## src/rtl/mem_types_pkg.sv

```systemverilog
// ============================================================================
// mem_types_pkg : instruction-memory request/response field widths
// Rev 1.0
// ============================================================================
`default_nettype none

package mem_types_pkg;
    localparam int IMEM_ADDR_W = 32;
    localparam int IMEM_DATA_W = 32;
    localparam int IMEM_MASK_W = 4;

    localparam logic [IMEM_MASK_W-1:0] IMEM_RMASK_READ = 4'b1111;
    localparam logic [IMEM_MASK_W-1:0] IMEM_RMASK_NONE = 4'b0000;
endpackage

`default_nettype wire

```

## src/rtl/frontend_pkg.sv

```systemverilog
// ============================================================================
// frontend_pkg : types shared by the fetch requester and the instruction queue
// Rev 1.0
// ============================================================================
`default_nettype none

package frontend_pkg;
    import mem_types_pkg::*;

    localparam logic [IMEM_ADDR_W-1:0] FETCH_RESET_PC = 32'h1eceb000;

    typedef struct packed {
        logic [IMEM_DATA_W-1:0] instr;
        logic [IMEM_ADDR_W-1:0] pc;
    } fetch_t;

    typedef enum logic [1:0] {
        IDLE    = 2'd0,
        WAIT    = 2'd1,
        DISCARD = 2'd2
    } fetch_state_t;
endpackage

`default_nettype wire

```

## src/rtl/fetch_requester_if.sv

```systemverilog
// ============================================================================
// fetch_requester_if : redirect, instruction-queue and imem signals
// Rev 1.0  (perf ports present only with FETCH_PERF_CNT_EN)
// ============================================================================
`default_nettype none

interface fetch_requester_if;
    import mem_types_pkg::*;
    import frontend_pkg::*;

    logic                   redirect;
    logic [IMEM_ADDR_W-1:0] redirect_pc;
    logic                   iq_full;
    logic                   iq_enq;
    fetch_t                 iq_wdata;
    logic                   iq_flush;
    logic [IMEM_ADDR_W-1:0] imem_addr;
    logic [IMEM_MASK_W-1:0] imem_rmask;
    logic [IMEM_DATA_W-1:0] imem_rdata;
    logic                   imem_resp;
`ifdef FETCH_PERF_CNT_EN
    logic [31:0]            perf_fetched;
    logic [31:0]            perf_full_stall;
    logic [31:0]            perf_discarded;

    modport master (
        input  redirect, redirect_pc, iq_full, imem_rdata, imem_resp,
        output iq_enq, iq_wdata, iq_flush, imem_addr, imem_rmask,
        output perf_fetched, perf_full_stall, perf_discarded
    );
    modport slave (
        output redirect, redirect_pc, iq_full, imem_rdata, imem_resp,
        input  iq_enq, iq_wdata, iq_flush, imem_addr, imem_rmask,
        input  perf_fetched, perf_full_stall, perf_discarded
    );
`else
    modport master (
        input  redirect, redirect_pc, iq_full, imem_rdata, imem_resp,
        output iq_enq, iq_wdata, iq_flush, imem_addr, imem_rmask
    );
    modport slave (
        output redirect, redirect_pc, iq_full, imem_rdata, imem_resp,
        input  iq_enq, iq_wdata, iq_flush, imem_addr, imem_rmask
    );
`endif
endinterface

`default_nettype wire

```

## src/rtl/fetch_requester.sv

```systemverilog
// ============================================================================
// fetch_requester : sequential PC fetch, one outstanding imem read, queue push
// Rev 1.0  (optional macro: FETCH_PERF_CNT_EN adds saturating perf counters)
// ============================================================================
`default_nettype none

module fetch_requester
    import mem_types_pkg::*;
    import frontend_pkg::*;
#(
    parameter logic [IMEM_ADDR_W-1:0] RESET_PC = FETCH_RESET_PC,
    parameter logic [IMEM_ADDR_W-1:0] PC_STEP  = 32'd4
) (
    input  wire logic         clk,
    input  wire logic         rst,
    fetch_requester_if.master bus
);

    fetch_state_t           state_q, state_d;
    logic [IMEM_ADDR_W-1:0] pc_q, pc_d;
    logic                   issue;
    logic                   enq;

    always_ff @(posedge clk or negedge rst) begin
        if (!rst) begin
            state_q <= IDLE;
            pc_q    <= RESET_PC;
        end else begin
            state_q <= state_d;
            pc_q    <= pc_d;
        end
    end

    // Outputs are gated by rst so nothing is issued while reset is held.
    always_comb begin
        state_d = state_q;
        pc_d    = pc_q;
        issue   = 1'b0;
        enq     = 1'b0;
        if (rst) begin
            case (state_q)
                IDLE: begin
                    if (bus.redirect) begin
                        pc_d = bus.redirect_pc;
                    end else if (!bus.iq_full) begin
                        issue   = 1'b1;
                        state_d = WAIT;
                    end
                end
                WAIT: begin
                    if (bus.imem_resp) begin
                        if (bus.redirect) begin
                            pc_d = bus.redirect_pc;
                        end else begin
                            enq  = 1'b1;
                            pc_d = pc_q + PC_STEP;
                        end
                        state_d = IDLE;
                    end else if (bus.redirect) begin
                        pc_d    = bus.redirect_pc;
                        state_d = DISCARD;
                    end
                end
                DISCARD: begin
                    if (bus.redirect) begin
                        pc_d = bus.redirect_pc;
                    end
                    if (bus.imem_resp) begin
                        state_d = IDLE;
                    end
                end
                default: state_d = IDLE;
            endcase
        end
    end

    assign bus.imem_addr  = pc_q;
    assign bus.imem_rmask = issue ? IMEM_RMASK_READ : IMEM_RMASK_NONE;
    assign bus.iq_enq     = enq;
    assign bus.iq_wdata   = fetch_t'{instr: bus.imem_rdata, pc: pc_q};
    assign bus.iq_flush   = rst & bus.redirect;

`ifdef FETCH_PERF_CNT_EN
    generate
        if (1'b1) begin : g_perf
            logic [31:0] fetched_q;
            logic [31:0] stall_q;
            logic [31:0] discarded_q;
            logic        stall;
            logic        drop;

            assign stall = rst & (state_q == IDLE) & bus.iq_full;
            assign drop  = rst & bus.imem_resp &
                           ((state_q == DISCARD) || ((state_q == WAIT) && bus.redirect));

            always_ff @(posedge clk or negedge rst) begin
                if (!rst) begin
                    fetched_q   <= '0;
                    stall_q     <= '0;
                    discarded_q <= '0;
                end else begin
                    if (enq && (fetched_q != '1))     fetched_q   <= fetched_q + 32'd1;
                    if (stall && (stall_q != '1))     stall_q     <= stall_q + 32'd1;
                    if (drop && (discarded_q != '1))  discarded_q <= discarded_q + 32'd1;
                end
            end

            assign bus.perf_fetched    = fetched_q;
            assign bus.perf_full_stall = stall_q;
            assign bus.perf_discarded  = discarded_q;
        end
    endgenerate
`endif

`ifndef SYNTHESIS
    // A response in IDLE is legal only before the first issue after reset,
    // where it may belong to a request that reset abandoned.
    logic late_ok_q;

    always_ff @(posedge clk or negedge rst) begin
        if (!rst) begin
            late_ok_q <= 1'b1;
        end else if (issue) begin
            late_ok_q <= 1'b0;
        end
    end

    a_resp_in_idle: assert property (@(posedge clk) disable iff (!rst)
        !(bus.imem_resp && (state_q == IDLE) && !late_ok_q));
`endif

endmodule

`default_nettype wire

```

## src/flat_wrapper.sv

```systemverilog
// flat-port wrapper written by rule: the top's interface ports become plain ports
module fetch_requester_flat import mem_types_pkg::*; import frontend_pkg::*;
#(
    parameter logic [IMEM_ADDR_W-1:0] RESET_PC = FETCH_RESET_PC,
    parameter logic [IMEM_ADDR_W-1:0] PC_STEP  = 32'd4
)
  (clk, rst, bus_redirect, bus_redirect_pc, bus_iq_full, bus_imem_rdata, bus_imem_resp, bus_iq_enq, bus_iq_wdata, bus_iq_flush, bus_imem_addr, bus_imem_rmask);
  fetch_requester_if bus_i ();
  input  wire logic clk;
  input  wire logic rst;
  input wire logic [$bits(bus_i.redirect)-1:0] bus_redirect;
  input wire logic [$bits(bus_i.redirect_pc)-1:0] bus_redirect_pc;
  input wire logic [$bits(bus_i.iq_full)-1:0] bus_iq_full;
  input wire logic [$bits(bus_i.imem_rdata)-1:0] bus_imem_rdata;
  input wire logic [$bits(bus_i.imem_resp)-1:0] bus_imem_resp;
  output wire logic [$bits(bus_i.iq_enq)-1:0] bus_iq_enq;
  output wire logic [$bits(bus_i.iq_wdata)-1:0] bus_iq_wdata;
  output wire logic [$bits(bus_i.iq_flush)-1:0] bus_iq_flush;
  output wire logic [$bits(bus_i.imem_addr)-1:0] bus_imem_addr;
  output wire logic [$bits(bus_i.imem_rmask)-1:0] bus_imem_rmask;
  assign bus_i.redirect = bus_redirect;
  assign bus_i.redirect_pc = bus_redirect_pc;
  assign bus_i.iq_full = bus_iq_full;
  assign bus_i.imem_rdata = bus_imem_rdata;
  assign bus_i.imem_resp = bus_imem_resp;
  assign bus_iq_enq = bus_i.iq_enq;
  assign bus_iq_wdata = bus_i.iq_wdata;
  assign bus_iq_flush = bus_i.iq_flush;
  assign bus_imem_addr = bus_i.imem_addr;
  assign bus_imem_rmask = bus_i.imem_rmask;
  fetch_requester #(.RESET_PC(RESET_PC), .PC_STEP(PC_STEP)) u_core (.clk(clk), .rst(rst), .bus(bus_i));
endmodule
```

## config.mk

```make
export PLATFORM = sky130hd
export DESIGN_NAME = fetch_requester_flat
export DESIGN_NICKNAME = d
export VERILOG_FILES = /design/src/rtl/mem_types_pkg.sv /design/src/rtl/frontend_pkg.sv /design/src/rtl/fetch_requester_if.sv /design/src/rtl/fetch_requester.sv /design/src/flat_wrapper.sv
export SDC_FILE = /design/constraint.sdc
export NUM_CORES = 1
export LEC_CHECK = 0
export ABC_AREA = 1
export CAP_MARGIN = 20
export CORE_MARGIN = 1
export CORE_UTILIZATION = 36
export CTS_CLUSTER_DIAMETER = 120
export DETAILED_ROUTE_END_ITERATION = 8
export HOLD_SLACK_MARGIN = 0.03
export PLACE_DENSITY = 0.87
export SETUP_SLACK_MARGIN = 0.02
export SYNTH_ARGS = -nofsm -noshare
export SYNTH_HDL_FRONTEND = slang
export SYNTH_SLANG_ARGS = --single-unit
```

## constraint.sdc

```tcl
create_clock -name clk -period 2 [get_ports clk]
set_clock_uncertainty 0.1 [all_clocks]
set_input_delay 0.4 -clock clk [delete_from_list [all_inputs] [get_ports clk]]
set_output_delay 0.4 -clock clk [all_outputs]
set_load 0.05 [all_outputs]
```

## Yosys cells after proc, flatten, opt, wreduce, memory -nomap -nowiden

Cells that the tools add are included.

- Bits in read-only memories: 0
- Output and inout bits: 102
- Latch bits: 0
- Input bits: 69
- Register bits after elaboration: 34
- Memories: 0
- RAM bits: 0
- Word-level logic and storage cells: 34

- Reduce and logical (&&, ||, !) cells: 5
- Multiply operators: 0
- Multiplexer cells: 19
- Magnitude comparators: 0
- Eq/ne operators: 6
- Shifts and indexed selects: 0
- Div/mod/pow operators: 0
- Bitwise operators: 1
- Add/sub/neg operators: 1

Operator list:

| cell | number |
|---|---|
| $mux 32 | 3 |
| $pmux 32 s2 | 1 |
| $add 32x3->32 const B | 1 |
| $mux 2 | 5 |
| $mux 1 | 8 |
| $ne 2x2->1 const B | 3 |
| $pmux 2 s3 | 1 |
| $reduce_and 5->1 | 1 |
| $mux 4 | 1 |
| $ne 3x3->1 const B | 1 |
| $eq 2x1->1 const B | 1 |
| $eq 2x2->1 const B | 1 |
| $logic_not 2->1 | 1 |
| $reduce_and 2->1 | 1 |
| $reduce_bool 2->1 | 1 |
| $reduce_or 2->1 | 1 |
| $and 1x1->1 | 1 |

## Depth between registers and ports, before layout

Gate-level depths: netlist of run 1.

- Depth in word-level cells: 5
- Gate-level depth with buffers: 12
- Mapped depth without buffers: 12

## Worst setup path before layout of run 1

Ideal clock, no wire load.

- Path type: in2out
- Start: input bus_redirect
- End: output bus_imem_rmask[0]
- Data required time: 1.500 ns
- Buffers on the path: 4
- Cell stages on the path: 7
- Arrival time: 1.584 ns
- Path slack: -0.084 ns
- Path through: buf_4 -> inv_2 -> buf_4 -> buf_4 -> nand2_1 -> nor3_1 -> buf_4

- Word-level cells in the longest chain between the ends: 4

RTL lines:

| item | RTL line | text |
|---|---|---|
| from (decl) | flat_wrapper.sv:11 | `input wire logic [$bits(bus_i.redirect)-1:0] bus_redirect;` |
| $mux 1 | fetch_requester.sv:43 | `if (bus.redirect) begin` |
| $mux 1 | fetch_requester.sv:41 | `case (state_q)` |
| $mux 1 | fetch_requester.sv:40 | `if (rst) begin` |
| net u_core.issue | fetch_requester.sv:21 | `logic issue;` |
| $mux 4 | fetch_requester.sv:78 | `assign bus.imem_rmask = issue ? IMEM_RMASK_READ : IMEM_RMASK_NONE;` |
| to (decl) | flat_wrapper.sv:20 | `output wire logic [$bits(bus_i.imem_rmask)-1:0] bus_imem_rmask;` |

The timed path passes the listed nets, and every way through them passes these cells.

## Worst setup path after layout of run 1

- Start: register u_core.state_q[0]
- End: output bus_iq_enq

- Word-level cells in the longest chain between the ends: 3

RTL lines:

| item | RTL line | text |
|---|---|---|
| from (decl) | fetch_requester.sv:19 | `fetch_state_t state_q, state_d;` |
| from (signal assigned) | fetch_requester.sv:29 | `state_q <= state_d;` |
| $eq 2x1->1 | fetch_requester.sv:41 |  |
| $mux 1 | fetch_requester.sv:41 |  |
| $mux 1 | fetch_requester.sv:40 |  |
| to (decl) | flat_wrapper.sv:16 | `output wire logic [$bits(bus_i.iq_enq)-1:0] bus_iq_enq;` |

Every way passes these cells.

==> results of run 1 <==
[state kept, by name, summed over array words and instances, names as in the netlist]
signal	flops
u_core.bus.imem_addr	32
u_core.state_q	2
[worst reg2reg max path, stage by stage, from the launching register on]
cell	delay (ps)
dfrtp_1	430
ha_1	170
inv_1	50
nor2_2	170
nand2_4	100
nor2_8	180
nand2_4	90
clkinv_2	80
nand2_1	50
nand2_1	50
nand3_1	60
nand2_1	60
nand2_1	50
[cell usage in the layout, fill, tap and decap left out, drive strengths merged, types with 2 or more instances in the layout]
master / netlist / final
nand2: 142 / 142
or2: 2 / 2
bufinv: 0 / 2
buf: 79 / 100
nor2: 45 / 45
clkbuf: 2 / 6
a21oi: 13 / 13
o21ai: 32 / 32
nand3: 31 / 31
dfstp: 12 / 12
nand4: 7 / 7
nor3: 9 / 9
inv: 49 / 49
o22ai: 4 / 4
o211ai: 2 / 2
dfrtp: 22 / 22
a211oi: 5 / 5
and3: 3 / 3
clkdlybuf4s50: 0 / 33
[what timing repair did]
action	CTS	global route
endpoints found under the setup margin	5	5
pin swaps	2	1
hold endpoints to repair	2	0
buffers inserted	1	1
hold buffers	1	0
resized for setup	5	1
[worst min path at each step]
| stage | slack, ps | end | cells past startpoint |
|---|---|---|---|
| after global placement | 140 | u_core.state_q[0]$_DFFE_PN0P_ | 1 |
| after floorplan | 4 | u_core.bus.imem_addr[0]$_DFFE_PN0P_ | 0 |
| final | 70 | u_core.bus.imem_addr[31]$_DFFE_PN0P_ | 2 |
| after CTS | 70 | u_core.bus.imem_addr[20]$_DFFE_PN0P_ | 2 |
| after detailed placement | 150 | u_core.state_q[0]$_DFFE_PN0P_ | 1 |
| after global routing | 90 | u_core.bus.imem_addr[20]$_DFFE_PN0P_ | 2 |
[metrics by stage]
stage          setup TNS (ps)  hold slack [ps]  area (um^2)
2_1_floorplan               0             4.41         3180
3_3_place_gp             -114              144         4100
3_5_place_dp             -207              149         4100
4_1_cts                     0             72.1         4270
5_1_grt                     0             93.8         4280
6_report                    0             69.2         4280
[cell families (layout without fill, tap and decap cells)]
kind of cell,Yosys count,in the layout,synth area share [%]
simple gates,241,241,36.4
compound gates,61,61,10.8
fa+ha+maj,1,1,0.394
xor+xnor,1,1,0.276
flops,34,34,27.3
mux,1,1,0.315
buf+inv,131,194,24.5
[power groups by stage]
stage	logic [mW]	registers, mW	clock network, mW
2_1_floorplan	2.65	2.43	0
3_3_place_gp	4.79	1.54	0
3_5_place_dp	4.85	1.56	0
4_1_cts	4.89	1.55	0.813
5_1_grt	5.17	1.60	0.842
6_report	4.90	1.54	0.814
[layer usage]
metal	global-route usage (%)	vias to the layer above	routed length, um
li1	-	1558	-
met1	25.4	1503	3860
met2	35.4	156	4690
met3	3.32	25	605
met4	7.09	0	210
met5	0	-	0
[cell type report]
type / instances / area share [%]
Clock buffer: 6 / 1.93
Clock inverter: 2 / 1.40
Inverter: 50 / 4.42
Multi-Input combinational cell: 305 / 36.1
Sequential cell: 34 / 20.3
Tap cell: 105 / 3.07
Timing Repair Buffer: 136 / 32.8
==> results.toml, run 1 <==
[power]
swShare_pct = 55.0
p_leak_nw = 2.12
power-per-cell-area_mw_per_mm2 = 1700
peakVddDrop_uv = 929
p_total_mw = 7.25
p_comb_share_pct = 67.6
p_int_mw = 3.26
power_switching_mw = 3.99
p_seq_share_pct = 21.2
p_clk_share_pct = 11.2

[layout]
regArea_um2 = 867
num-nets-final = 602
area_growth_pct = 34.8
fill_cells = 775
final_util_pct = 51.0
multi_input_area_mm2 = 0.00154
final_cells = 638
antenna_cells = 0
drive_above_1_share_pct = 30.4

[outcome]
status = "finished clean"

[drt]
vias_per_cell = 5.08
drt-initial-drc-count = 204
firstDrtPassIters = 5
via_count = 3242
final_antenna_net_count = 0
routedWlPerCell_um = 14.7
drcViolationCount = 0
wirelength_um = 9370

[die]
dieHeight_um = 95.9
core_mm2 = 0.00838
die_w_um = 95.9
die_area_mm2 = 0.00919
ios = 171
num_rows = 33
start_util_pct = 37.9

[sta]
tightest_slew_ps = 311
min_period_ps = 1900
drv_slew = 0
maxSlewHeadroom_pct = 79.2
rsz0062_at_grt = "no"
max_freq_ghz = 0.526
setup_viol = 0
final_hold_viol_count = 0
finalWorstSetupSlack_ps = 98.5
finalCritPeriodShare_pct = 95.1

[synthesis]
yosysTopAreaCell = "buf_4"
synth.top_cell.area_share_pct = 17.5
synth_most_common_cell = "nand2_1"
synth_seq_cells = 34
yosys-top-cells-area = "buf_4 18%, dfrtp_1 17%, nand2_1 15%, dfstp_2 9.9%, inv_1 5.1%"
ys_seq_area_share_pct = 27.3
synth_ff_type = "dfrtp_1"
synth_nets = 540
syn_area_per_cell_um2 = 6.75
synth_area_mm2 = 0.00317
synthCells = 470
yosysUniqueCellTypes = 40
yosys-top-cells-count = "130 x nand2_1, 74 x buf_4, 43 x inv_1"
synth-async-reset-ratio_pct = 100
synth_edf_count = 0
yosysWarnings = 0

[setup_path]
cp_slowest_stage_delay_ps = 400
slowest_stage = "dfrtp_2"
r2r_slack_ps = 240
cpLargestDelayFamily = "flip-flops"
timing.rr.end = "u_core.bus.imem_addr[24]$_DFFE_PN0P_"
worstSetupEndpointType = "output pin"
cp-start-kind = "flip-flop"
crit_type = "flip-flop to output pin"
cp.depth = 6
critical_path.cell_chain = "buf_4 > nand2_4 > nor2_8 > inv_2 > nor2_4 > buf_12"
critical_path_required_ps = 1500
crit_fanout = 4
arrival_ps = 1400
rr_worst_depth = 12
endpoint = "bus_iq_enq"
critPathLaunch = "u_core.state_q[0]$_DFFE_PN0P_"
crit_buf_inv = 3
reg2reg_from = "u_core.bus.imem_addr[3]$_DFFE_PN0P_"

[clock_network]
clkLatencyLatePin_ps = 290
tritoncts = "done"
clk_path_buf_depth = 2
h-tree-depth = 2
clock-sinks = 34
cts_buffers = 5
root_buffer = "clkbuf_8"
cts.clk_slew.worst_paths_ps = 70

[placement]
dp_slack_ps = -60.8
portBuffers = 106
gp_congestion = 0.889
dp.cells = 627
hpwl_um = 7250

[flow_run]
maxCapViolations = 0

[grt]
grt_usage_pct = 20.4
grt-ovfl-total = 0
antenna_found_initial = 0
grt_pass1_vias = 3081
grt_pass1_wl_um = 14400
grt_max_degree = 23

[hold_path]
hp-class = "input port to asynchronous set/reset pin"
No activity file was read; power rests on OpenSTA's default activity.
==> run 2: changes to the inputs <==
- CORE_UTILIZATION: 36 -> 59
- DONT_BUFFER_PORTS: default -> 1
==> run 2 against run 1 <==
Compared with the run above:
- worst hold slack gained 57 ps
- largest cell class unchanged
- critical path depth is the same
- count of clock-buffer cells in the layout grew 1
- final area shrank 25%
- wire length shrank 11%
- largest power group unchanged
- sequential cell count is the same
==> results.toml, run 2 (same netlist as run 1, synthesis figures left out) <==
[sta]
max_freq_ghz = 0.515
final_hold_viol_count = 0
setup_viol = 0
setup_tns_ps = 0
rsz0062_at_grt = "yes"
tightest_slew_ps = 418
finalWorstSetupSlack_ps = 58.1
holdWs_ps = 126
finalCritPeriodShare_pct = 97.1
drv_slew = 0
maxSlewHeadroom_pct = 72.1
min_period_ps = 1940

[clock_network]
cts.clk_slew.worst_paths_ps = 80
tritoncts = "done"
clock-sinks = 34
h-tree-depth = 2
clk_path_buf_depth = 2
clkLatencyLatePin_ps = 300
cts_buffers = 5
root_buffer = "clkbuf_8"

[drt]
routedWlPerCell_um = 16.1
drt-initial-drc-count = 212
final_antenna_net_count = 0
firstDrtPassIters = 5
drcViolationCount = 0
wirelength_um = 8300
via_count = 2957
vias_per_cell = 5.74

[layout]
design_area_mm2 = 0.00321
regArea_um2 = 867
largest_reg_flops = 32
mostFrequentLayoutCell = "nand2_1"
drive_above_1_share_pct = 24.7
num-nets-final = 514
final_cell_mix = "130 x nand2_1, 43 x buf_4, 42 x inv_1, 29 x nor2_1, 29 x nand3_1"
final_cells = 515
antenna_cells = 0
multi_input_area_mm2 = 0.00157
area_growth_pct = 1.06
fill_cells = 475
final_util_pct = 62.4

[outcome]
status = "finished clean"

[power]
p_int_mw = 2.22
p_total_mw = 6.02
power-per-cell-area_mw_per_mm2 = 1880
p_leak_nw = 1.62
p_seq_share_pct = 23.1
p_comb_share_pct = 67.7
swShare_pct = 63.2
power_switching_mw = 3.81
p_clk_share_pct = 9.2
peakVddDrop_uv = 1620

[die]
ios = 171
core_mm2 = 0.00514
dieHeight_um = 75.3
die_area_mm2 = 0.00568
start_util_pct = 61.7
die_w_um = 75.3
num_rows = 26

[setup_path]
critical_path.cell_chain = "buf_12 > nand2_8 > nor2_8 > inv_4 > nor2_4 > buf_6"
worstSetupEndpointType = "output pin"
cpLargestDelayFamily = "flip-flops"
crit_fanout = 10
crit_buf_inv = 3
arrival_ps = 1440
crit_type = "flip-flop to output pin"
cp-start-kind = "flip-flop"
r2r_slack_ps = 230
slowest_stage = "dfrtp_2"
cp_slowest_stage_delay_ps = 420
critical_path_required_ps = 1500

[placement]
placed_cell_area_mm2 = 0.00301
dp_slack_ps = 234
dp.cells = 500
portBuffers = 0
gp_congestion = 0.982
hpwl_um = 5940

[grt]
grt_max_degree = 36
grt_most_used_layer = "met2"
grt_use_met2_pct = 49.6
grt_util_met1_pct = 35.1
grt_pass1_wl_um = 12500
grt_usage_pct = 29.9
grt_pass1_vias = 2634
antenna_found_initial = 0
gr-usage-met3_pct = 8.47
grt-ovfl-total = 0

[flow_run]
maxCapViolations = 0

[hold_path]
hp-class = "input port to flip-flop"
run 2: cell types whose count changed in the layout (fill, tap and decap cells not counted), moves of 2 or more:
| cell | previous run | this run |
|---|---|---|
| clkdlybuf4s50_1 | 33 | 0 |
| buf_4 | 74 | 43 |
| buf_12 | 23 | 3 |
| bufinv_16 | 2 | 0 |
run 2: path summary, 6_finish.rpt:
path,start,endpoint,cells past startpoint
hold / removal,bus_redirect_pc[0],u_core.bus.imem_addr[0]$_DFFE_PN0P_,2
hold reg to reg,u_core.bus.imem_addr[26]$_DFFE_PN1P_,u_core.bus.imem_addr[26]$_DFFE_PN1P_,2
max in group asynchronous,rst,u_core.bus.imem_addr[27]$_DFFE_PN1P_,2
min in group asynchronous,rst,u_core.bus.imem_addr[20]$_DFFE_PN0P_,2
setup reg to reg,u_core.state_q[0]$_DFFE_PN0P_,u_core.bus.imem_addr[22]$_DFFE_PN1P_,10
setup / recovery,u_core.state_q[0]$_DFFE_PN0P_,bus_iq_enq,6
run 2: power by group through the flow:
stage	registers [mW]	clock network [mW]	logic [mW]
finish	1.39	0.553	4.08
global route	1.43	0.573	4.32
CTS	1.38	0.555	3.96
detailed placement	1.39	0	3.91
global placement	1.38	0	3.85
floorplan	2.43	0	2.65
run 2: worst register-to-register path, stage by stage, from the launching register on:
cell     delay [ps]
dfrtp_2         450
buf_4           150
nand2_2          80
nand2_4         120
nor2_4          220
inv_2           150
or2_1           230
nand2_1          60
nand2_1          40
nand2_1          60
inv_1            40
run 2: final cells by class:
type,count,share of cell area (%)
clock buffers,7,2.69
flip-flops and latches,34,27.0
clock inverters,1,0.156
inverters,50,5.97
well taps,70,2.73
multi-input cells,305,48.8
repair buffers,48,12.6
run 2: repair_timing:
item / in CTS / in global routing
resized for setup: 2 / 6
endpoints found under the setup margin: 1 / 5
endpoints found under the hold margin: 34 / 0
hold buffers: 2 / 0
buffers inserted: 1 / 4
pin swaps: 0 / 2
run 2: metal layers:
layer  vias up  wire length (um)
li1       1386                 -
met1      1376              3250
met2       162              3990
met3        33               790
met4         0               267
met5         -                 0
==> run 3: changes to the inputs <==
- CORE_UTILIZATION: 59 -> 60
- PLACE_DENSITY: 0.87 -> 0.85
- SLEW_MARGIN: default -> 20
- clock period: 2 -> 1.9 ns (I/O delays scaled with it)
==> run 3 against run 2 <==
Compared with the run above:
- cell count rose by 0.39%
- sequential power rose by 6%
- die area fell by 1.6%
- via count fell by 0.14%
- critical endpoint is now bus_imem_rmask[3]
- critical path depth fell by 2
- largest cell class unchanged
- largest power group unchanged
==> results.toml, run 3 (same netlist as run 1, synthesis figures left out) <==
[outcome]
status = "finished clean"

[sta]
rsz0062_at_grt = "yes"
tightest_slew_ps = 418
drv_slew = 0
max_freq_ghz = 0.538
maxSlewHeadroom_pct = 72.1
min_period_ps = 1860
finalCritPeriodShare_pct = 97.8
finalWorstSetupSlack_ps = 41.2
setup_viol = 0
holdWs_ps = 87.3
final_hold_viol_count = 0
setup_tns_ps = 0

[layout]
multi_input_area_mm2 = 0.00156
area_growth_pct = 1.26
fill_cells = 457
regArea_um2 = 870
largest_reg_flops = 32
final_util_pct = 62.9
mostFrequentLayoutCell = "nand2_1"
num-nets-final = 515
drive_above_1_share_pct = 25.8
final_cell_mix = "129 x nand2_1, 45 x buf_4, 42 x inv_1, 29 x nor2_1, 29 x nand3_1"

[drt]
firstDrtPassIters = 6
routedWlPerCell_um = 15.2
vias_per_cell = 5.71
drcViolationCount = 0
via_count = 2953
wirelength_um = 7870
final_antenna_net_count = 0
drt-initial-drc-count = 318

[clock_network]
clk_path_buf_depth = 2
clock-sinks = 34
cts_buffers = 5
tritoncts = "done"
root_buffer = "clkbuf_8"
cts.clk_slew.worst_paths_ps = 80
clkLatencyLatePin_ps = 300
h-tree-depth = 2

[setup_path]
crit_type = "flip-flop to output pin"
crit_fanout = 6
arrival_ps = 1380
crit_buf_inv = 2
cp-start-kind = "flip-flop"
cp_slowest_stage_delay_ps = 460
cpLargestDelayFamily = "flip-flops"
slowest_stage = "dfrtp_2"
worstSetupEndpointType = "output pin"
critical_path_required_ps = 1420
critical_path.cell_chain = "nor2_2 > inv_2 > nor3_4 > buf_12"

[die]
die_w_um = 74.7
dieHeight_um = 74.7
start_util_pct = 62.1
die_area_mm2 = 0.00558
ios = 171
core_mm2 = 0.00511
num_rows = 26

[grt]
grt_pass1_wl_um = 12500
grt_usage_pct = 29.6
grt-ovfl-total = 0
grt_pass1_vias = 2774
antenna_found_initial = 0
grt_max_degree = 36

[power]
peakVddDrop_uv = 1490
p_leak_nw = 1.62
power-per-cell-area_mw_per_mm2 = 1960

[flow_run]
maxCapViolations = 0

[hold_path]
hp-class = "input port to flip-flop"

[placement]
hpwl_um = 5750
gp_congestion = 0.925
dp_slack_ps = 197
portBuffers = 0
-- run 3: per-layer routing --
metal / global-route usage (%) / vias up / part of all wire (%)
met5: 0 / - / 0
met4: 13.4 / 0 / 2.1
met3: 8.30 / 27 / 10
met2: 48.4 / 195 / 47
met1: 36.2 / 1350 / 40
li1: - / 1381 / -
-- run 3: worst reg2reg max path, cell delays in order, from the launching register on --
cell     delay, ps
dfstp_2        580
nand2_1        140
nor3_1         240
nand2_1         90
nor2_1         160
nand2_1         70
nand2_1         70
nand3_1         70
nand2_1         60
nand2_1         40
-- run 3: per-stage QoR --
step / std cells / instance area (um^2) / power, mW
2_1_floorplan: 470 / 3210 / 5.37
3_3_place_gp: 503 / 3050 / 5.52
3_5_place_dp: 503 / 3050 / 5.60
4_1_cts: 515 / 3200 / 6.25
5_1_grt: 516 / 3210 / 6.63
6_report: 517 / 3210 / 6.29
-- run 3: path summary, 6_finish.rpt --
kind | depth (start not counted) | from | to | slack [ps]
max reg2reg | 9 | u_core.bus.imem_addr[23]$_DFFE_PN1P_ | u_core.bus.imem_addr[30]$_DFFE_PN0P_ | 190
min | 2 | bus_redirect_pc[1] | u_core.bus.imem_addr[1]$_DFFE_PN0P_ | 90
min reg2reg | 2 | u_core.bus.imem_addr[28]$_DFFE_PN1P_ | u_core.bus.imem_addr[28]$_DFFE_PN1P_ | 390
min in group asynchronous | 2 | rst | u_core.bus.imem_addr[4]$_DFFE_PN0P_ | 430
max in group asynchronous | 2 | rst | u_core.bus.imem_addr[23]$_DFFE_PN1P_ | 1020
max | 4 | u_core.state_q[0]$_DFFE_PN0P_ | bus_imem_rmask[3] | 40
-- run 3: where the power goes --
group	switching (mW)	internal [mW]	leakage, nW
combinational	3.32	0.900	1.19
sequential	0.352	1.12	0.386
clock	0.311	0.292	0.0472
total	3.98	2.31	1.62
-- run 3: cell type report --
type / count / share of cell area [%]
multi-input cells: 305 / 48.5
flip-flops and latches: 34 / 27.1
repair buffers: 49 / 12.7
inverters: 50 / 5.96
well taps: 70 / 2.73
clock buffers: 6 / 2.57
clock inverters: 2 / 0.389
diodes: 1 / 0.0779
-- run 3: what timing repair did --
action,CTS,global route
pin swaps,1,0
endpoints found under the setup margin,5,5
resized for setup,3,2
buffers inserted,2,1
hold buffers,2,0
hold endpoints to repair,34,0
